File: config.mk
export PLATFORM = sky130hd
export DESIGN_NAME = regbank_ctx
export DESIGN_NICKNAME = d
export VERILOG_FILES = /design/src/rtl/regbank_ctx.sv
export SDC_FILE = /design/constraint.sdc
export NUM_CORES = 2
export LEC_CHECK = 0
export ABC_CLOCK_PERIOD_IN_PS = 6900
export BUFFER_PORTS_ARGS = -buffer_cell sky130_fd_sc_hd__buf_2
export CAP_MARGIN = 20
export CORE_MARGIN = 2
export CORE_UTILIZATION = 30
export DETAILED_ROUTE_END_ITERATION = 16
export PLACE_DENSITY = 0.45
export SLEW_MARGIN = 20
export SYNTH_ARGS = -nofsm -noshare
export SYNTH_HDL_FRONTEND = slang
export SYNTH_SLANG_ARGS = --single-unit
File: constraint.sdc
create_clock -name clock -period 6.9 [get_ports clock]
set_input_delay 0.345 -clock clock [delete_from_list [all_inputs] [get_ports clock]]
set_output_delay 0.345 -clock clock [all_outputs]
set_load 0.01 [all_outputs]
File: src/rtl/regbank_ctx.sv
`default_nettype none
// ============================================================================
// Module   : regbank_ctx
// Purpose  : Integer register bank for the hf-risc core.
//            - x0 hardwired to zero, r1..r31 are 32-bit registers.
//            - Two combinational read ports and one pipeline write port.
//            - A context engine streams r1..r31 out (save) or in (restore)
//              over valid/ready ports without using the pipeline.
// Revision : 1.0 - initial release
// ----------------------------------------------------------------------------
// Ports
//   clock        in   1   core clock, rising edge
//   reset        in   1   asynchronous active-low reset
//   wreg         in   1   pipeline write enable (honoured only when idle)
//   write_reg    in   5   pipeline write address
//   write_data   in   32  pipeline write data
//   read_reg1/2  in   5   read port addresses
//   read_data1/2 out  32  read port data (combinational, no write bypass)
//   ctx_save     in   1   start save request (sampled when idle)
//   ctx_restore  in   1   start restore request (sampled when idle)
//   busy         out  1   engine active, pipeline must stall
//   done         out  1   one-cycle pulse closing a save/restore
//   dout_valid   out  1   save stream beat valid
//   dout_ready   in   1   save stream sink ready
//   dout_data    out  32  save stream data
//   din_valid    in   1   restore stream beat valid
//   din_ready    out  1   restore stream accept
//   din_data     in   32  restore stream data
// ============================================================================
module regbank_ctx (
  input  logic        clock,
  input  logic        reset,
  input  logic        wreg,
  input  logic [4:0]  write_reg,
  input  logic [31:0] write_data,
  input  logic [4:0]  read_reg1,
  input  logic [4:0]  read_reg2,
  output logic [31:0] read_data1,
  output logic [31:0] read_data2,
  input  logic        ctx_save,
  input  logic        ctx_restore,
  output logic        busy,
  output logic        done,
  output logic        dout_valid,
  input  logic        dout_ready,
  output logic [31:0] dout_data,
  input  logic        din_valid,
  output logic        din_ready,
  input  logic [31:0] din_data
);

  typedef enum logic [1:0] {
    S_IDLE    = 2'd0,
    S_SAVE    = 2'd1,
    S_RESTORE = 2'd2,
    S_DONE    = 2'd3
  } state_t;

  localparam logic [4:0] c_LAST_IDX  = 5'd31;
  localparam logic [4:0] c_FIRST_IDX = 5'd1;

  state_t      r_state;
  logic [4:0]  r_idx;
  logic [31:0] r_regs [1:31];

  logic        w_pipe_we;
  logic        w_save_beat;
  logic        w_restore_beat;

  // Pipeline writes only land while the engine is idle; x0 is never stored.
  assign w_pipe_we      = (r_state == S_IDLE) && wreg && (write_reg != 5'd0);
  assign w_save_beat    = (r_state == S_SAVE) && dout_ready;
  assign w_restore_beat = (r_state == S_RESTORE) && din_valid;

  always_ff @(posedge clock or negedge reset) begin
    if (!reset) begin
      r_state <= S_IDLE;
      r_idx   <= 5'd0;
      for (int i = 1; i < 32; i++) begin
        r_regs[i] <= 32'd0;
      end
    end else begin
      case (r_state)
        S_IDLE: begin
          if (w_pipe_we) begin
            r_regs[write_reg] <= write_data;
          end
          // Save has priority when both requests arrive together.
          if (ctx_save) begin
            r_state <= S_SAVE;
            r_idx   <= c_FIRST_IDX;
          end else if (ctx_restore) begin
            r_state <= S_RESTORE;
            r_idx   <= c_FIRST_IDX;
          end
        end
        S_SAVE: begin
          if (w_save_beat) begin
            if (r_idx == c_LAST_IDX) begin
              r_state <= S_DONE;
            end else begin
              r_idx <= r_idx + 5'd1;
            end
          end
        end
        S_RESTORE: begin
          if (w_restore_beat) begin
            r_regs[r_idx] <= din_data;
            if (r_idx == c_LAST_IDX) begin
              r_state <= S_DONE;
            end else begin
              r_idx <= r_idx + 5'd1;
            end
          end
        end
        S_DONE: begin
          r_state <= S_IDLE;
          r_idx   <= 5'd0;
        end
        default: begin
          r_state <= S_IDLE;
          r_idx   <= 5'd0;
        end
      endcase
    end
  end

  // Read ports: address 0 short-circuits to zero so r_regs is never
  // indexed out of range.
  always_comb begin
    read_data1 = 32'd0;
    read_data2 = 32'd0;
    if (read_reg1 != 5'd0) begin
      read_data1 = r_regs[read_reg1];
    end
    if (read_reg2 != 5'd0) begin
      read_data2 = r_regs[read_reg2];
    end
  end

  // Stream data is taken straight from the register addressed by r_idx, so
  // it holds naturally while the sink stalls. Zero outside SAVE.
  always_comb begin
    dout_data = 32'd0;
    if (r_state == S_SAVE) begin
      dout_data = r_regs[r_idx];
    end
  end

  // Status outputs are pure decodes of the state register.
  assign busy       = (r_state != S_IDLE);
  assign done       = (r_state == S_DONE);
  assign dout_valid = (r_state == S_SAVE);
  assign din_ready  = (r_state == S_RESTORE);

endmodule
`default_nettype wire

==> impl_metrics.env <==
export IMPL_fp_dieArea_mm2=0.2384
export IMPL_min_path_cells=4
export IMPL_cp_top_family="buffers and inverters"
export IMPL_synth_top_area_cell="dfrtp_1"
export IMPL_numPortBuffers=185
export IMPL_cts_inserted_buffers=119
export IMPL_combPwrFrac=0.322
export IMPL_postCtsSetupBuffers=0
export IMPL_drt_iter0_drc=9791
export IMPL_worstPathRequired_ps=6550
export IMPL_slowest_stage="buf_4"
export IMPL_p_switching_mw=7.648
export IMPL_grt_max_degree=153
export IMPL_critPathCaptureType="output pin"
export IMPL_start_kind="flop"
export IMPL_yosysUniqueCellTypes=55
export IMPL_vdd_ir_drop_worst_uv=311.3
export IMPL_ant_nets=0
export IMPL_insertion_delay_ps=830
export IMPL_clockPowerShare=0.351
export IMPL_ys_ff_latch=999
export IMPL_avgSynthCellArea_um2=11.18
export IMPL_track_usage=0.3373
export IMPL_skew_ps=31.01
export IMPL_period_minus_slack_ps=5608
export IMPL_final_max_slew_viol_count=0
export IMPL_regArea_mm2=0.02501
export IMPL_synth_area_leaders="dfrtp_1, mux2_2, mux2i_1, o22ai_1, mux4_2"
export IMPL_dp_hpwl_um=238100
export IMPL_antenna_found_initial=36
export IMPL_synth_edf_count=0
export IMPL_routed_wl_um=415900
export IMPL_clock_sinks=999
export IMPL_status="finished clean"
export IMPL_clk_path_buf_depth=3
export IMPL_dieHeight_um=488.3
export IMPL_drv_cap=0
export IMPL_critPathMaxFanout=37
export IMPL_nFillCells=23370
export IMPL_drive_gt1_frac=0.3265
export IMPL_switching_share=0.3981
export IMPL_grt_pass1_vias=63430
export IMPL_grt_pass1_wl_um=558100
export IMPL_die_w_um=488.3
export IMPL_max_freq_ghz=0.1783
export IMPL_drt_pass1_iter_count=6
export IMPL_relSlewSlack=0.1546
export IMPL_yosys_warnings=0
export IMPL_grt_overflow_total=0
export IMPL_p_int_mw=11.56
export IMPL_area_growth_pct=11.77
export IMPL_path_common_cell="buf_4"
export IMPL_final_period_utilization=0.8128
export IMPL_synth_top_cell_area_share=0.3553
export IMPL_coreArea_mm2=0.2330
export IMPL_hold_viol=0
export IMPL_num_nets_final=6111
export IMPL_cts_tree="built"
export IMPL_rows=177
export IMPL_syn_area_mm2=0.07036
export IMPL_vias_per_cell=7.120
export IMPL_start_util=0.3020
export IMPL_tns_ps=0
export IMPL_synth_common_cells="o22ai_1, dfrtp_1, mux2_2"
export IMPL_setup_viol=0
export IMPL_worstSetupPathType="reg -> out"
export IMPL_cts_resized=0
export IMPL_path_buf_inv=3
export IMPL_drc=0
export IMPL_p_seq_frac=0.327
export IMPL_synth_flop_cell="dfrtp_1"
export IMPL_multiInputGateArea_mm2=0.04224
export IMPL_synth_sequential_area_ratio=0.3553
export IMPL_synth_nets=6392
export IMPL_power_per_cell_area_mw_per_mm2=244.3
export IMPL_worst_slew_pin_slew_ps=1260
export IMPL_synth_most_common_cell="o22ai_1"
export IMPL_netlist_instances=6296
export IMPL_place_gp_congestion=0.9098
export IMPL_arrival_ps=5260
export IMPL_clockRootBuffer="clkbuf_16"
export IMPL_holdWs_ps=107.0
export IMPL_vias=65990
export IMPL_clk_pin_slew_ps=70
export IMPL_synthArstFlopShare=1.000
export IMPL_h_tree_depth=3
export IMPL_post_drt_wl_per_cell_um=44.87
export IMPL_rsz0062_at_grt="no"
export IMPL_cp_slowest_stage_delay_ps=850
export IMPL_crit_chain="buf_4 > nand4bb_4 > buf_4 > o22ai_1 > or4_1 > o31a_1 > buf_2"
export IMPL_num_io_pins=186
export IMPL_hold_path_class="in -> reg"
export IMPL_path_depth=7
export IMPL_reg2regPathDepth=7
export IMPL_cellLeakagePower_nw=33.07
-- area by class of cell --
class                           instances  share of cell area
Inverter                               43            0.002068
Timing Repair Buffer                  439             0.04143
Clock inverter                         39            0.005696
Tap cell                             3132             0.04983
Clock buffer                          183             0.04528
Antenna cell                           21           0.0006682
Sequential cell                       999              0.3180
Multi-Input combinational cell       4413              0.5370
-- state kept, by name, summed over array words and instances (netlist names) --
name and count:
r_idx 5, r_state 2, r_regs 992
-- final timing paths --
path | from | endpoint | slack (ps)
worst max-delay path | r_idx[1] | dout_data[22] | 1290
worst min-delay path | din_valid | r_state[0] | 110
worst max register to register | r_idx[0] | r_regs[130] | 2100
worst min register to register | r_regs[547] | r_regs[547] | 540
max in group asynchronous | reset | r_regs[816] | 5000
min in group asynchronous | reset | r_regs[901] | 160
-- layout by cell type, fill, tap and decap left out, types with 14 or more instances in the layout --
cell type	n
mux2_2	943
buf_4	226
nand3_4	14
clkbuf_16	121
nor2_1	37
nand3_1	28
mux2i_1	828
a21oi_1	61
a211o_1	35
or4_1	32
o221ai_1	124
clkbuf_8	32
o22ai_1	1290
o211ai_1	30
or3_1	32
inv_1	40
buf_12	22
clkbuf_1	32
nand2_1	30
dfrtp_1	995
buf_2	177
a311oi_1	44
a22oi_1	67
o31a_1	32
mux4_2	265
mux2_1	142
nand2_2	59
clkinv_2	21
nor2b_1	20
a221o_1	24
nand2b_1	51
o21ai_0	26
diode_2	21
o22ai_4	31
a221oi_1	54
-- power by group through the flow --
stage | clock network (mW) | logic, mW | registers, mW
3_5_place_dp | 0 | 5.93 | 6.37
5_1_grt | 6.98 | 6.21 | 6.29
3_3_place_gp | 0 | 5.91 | 6.37
6_report | 6.75 | 6.18 | 6.28
4_1_cts | 6.77 | 5.94 | 6.27
2_1_floorplan | 0 | 3.61 | 6.21
-- cell families (layout without fill, tap and decap cells) --
logic type | Yosys count | after routing | share of synthesized area
and+or+nand+nor | 364 | 364 | 0.02870
buffers and inverters | 884 | 704 | 0.05672
AOI/OAI and AO/OA | 1861 | 1861 | 0.1813
DFF | 999 | 999 | 0.3553
adders and majority gates | 10 | 10 | 0.001778
other | 0 | 21 | 0
muxes | 2178 | 2178 | 0.3762
-- per-stage QoR --
step           instance area (um2)  power (mW)  utilization  cells  setup WS, ps
6_report                     78650       19.21       0.3376   9269          1292
4_1_cts                      78530       18.98       0.3371   9246          1607
3_5_place_dp                 74500       12.31       0.3198   9022          2160
2_1_floorplan                70370       9.816            -   6296          4302
3_3_place_gp                 74410       12.27       0.3194   9019          2216
5_1_grt                      78600       19.48       0.3374   9252          1513
-- worst min-delay path: cells and delay by family --
family	cells	cell delay, ps
compound gates	2	280
simple gates	1	140
buf+inv	1	120
-- what timing repair did --
| item | 4_1_cts | 5_1_grt |
|---|---|---|
| setup endpoints to repair | 0 | 0 |
| endpoints found under the hold margin | 77 | 0 |
| hold buffers | 2 | 0 |
-- per-layer routing --
| metal | track usage | up-vias | part of all wire |
|---|---|---|---|
| met2 | 0.4805 | 5160 | 0.42 |
| met5 | 0 | - | 0.00035 |
| met1 | 0.4200 | 34530 | 0.38 |
| met4 | 0.2628 | 22 | 0.089 |
| met3 | 0.1081 | 1542 | 0.11 |
| li1 | - | 24740 | - |
Note: power is estimated with default switching activity, not from simulation.
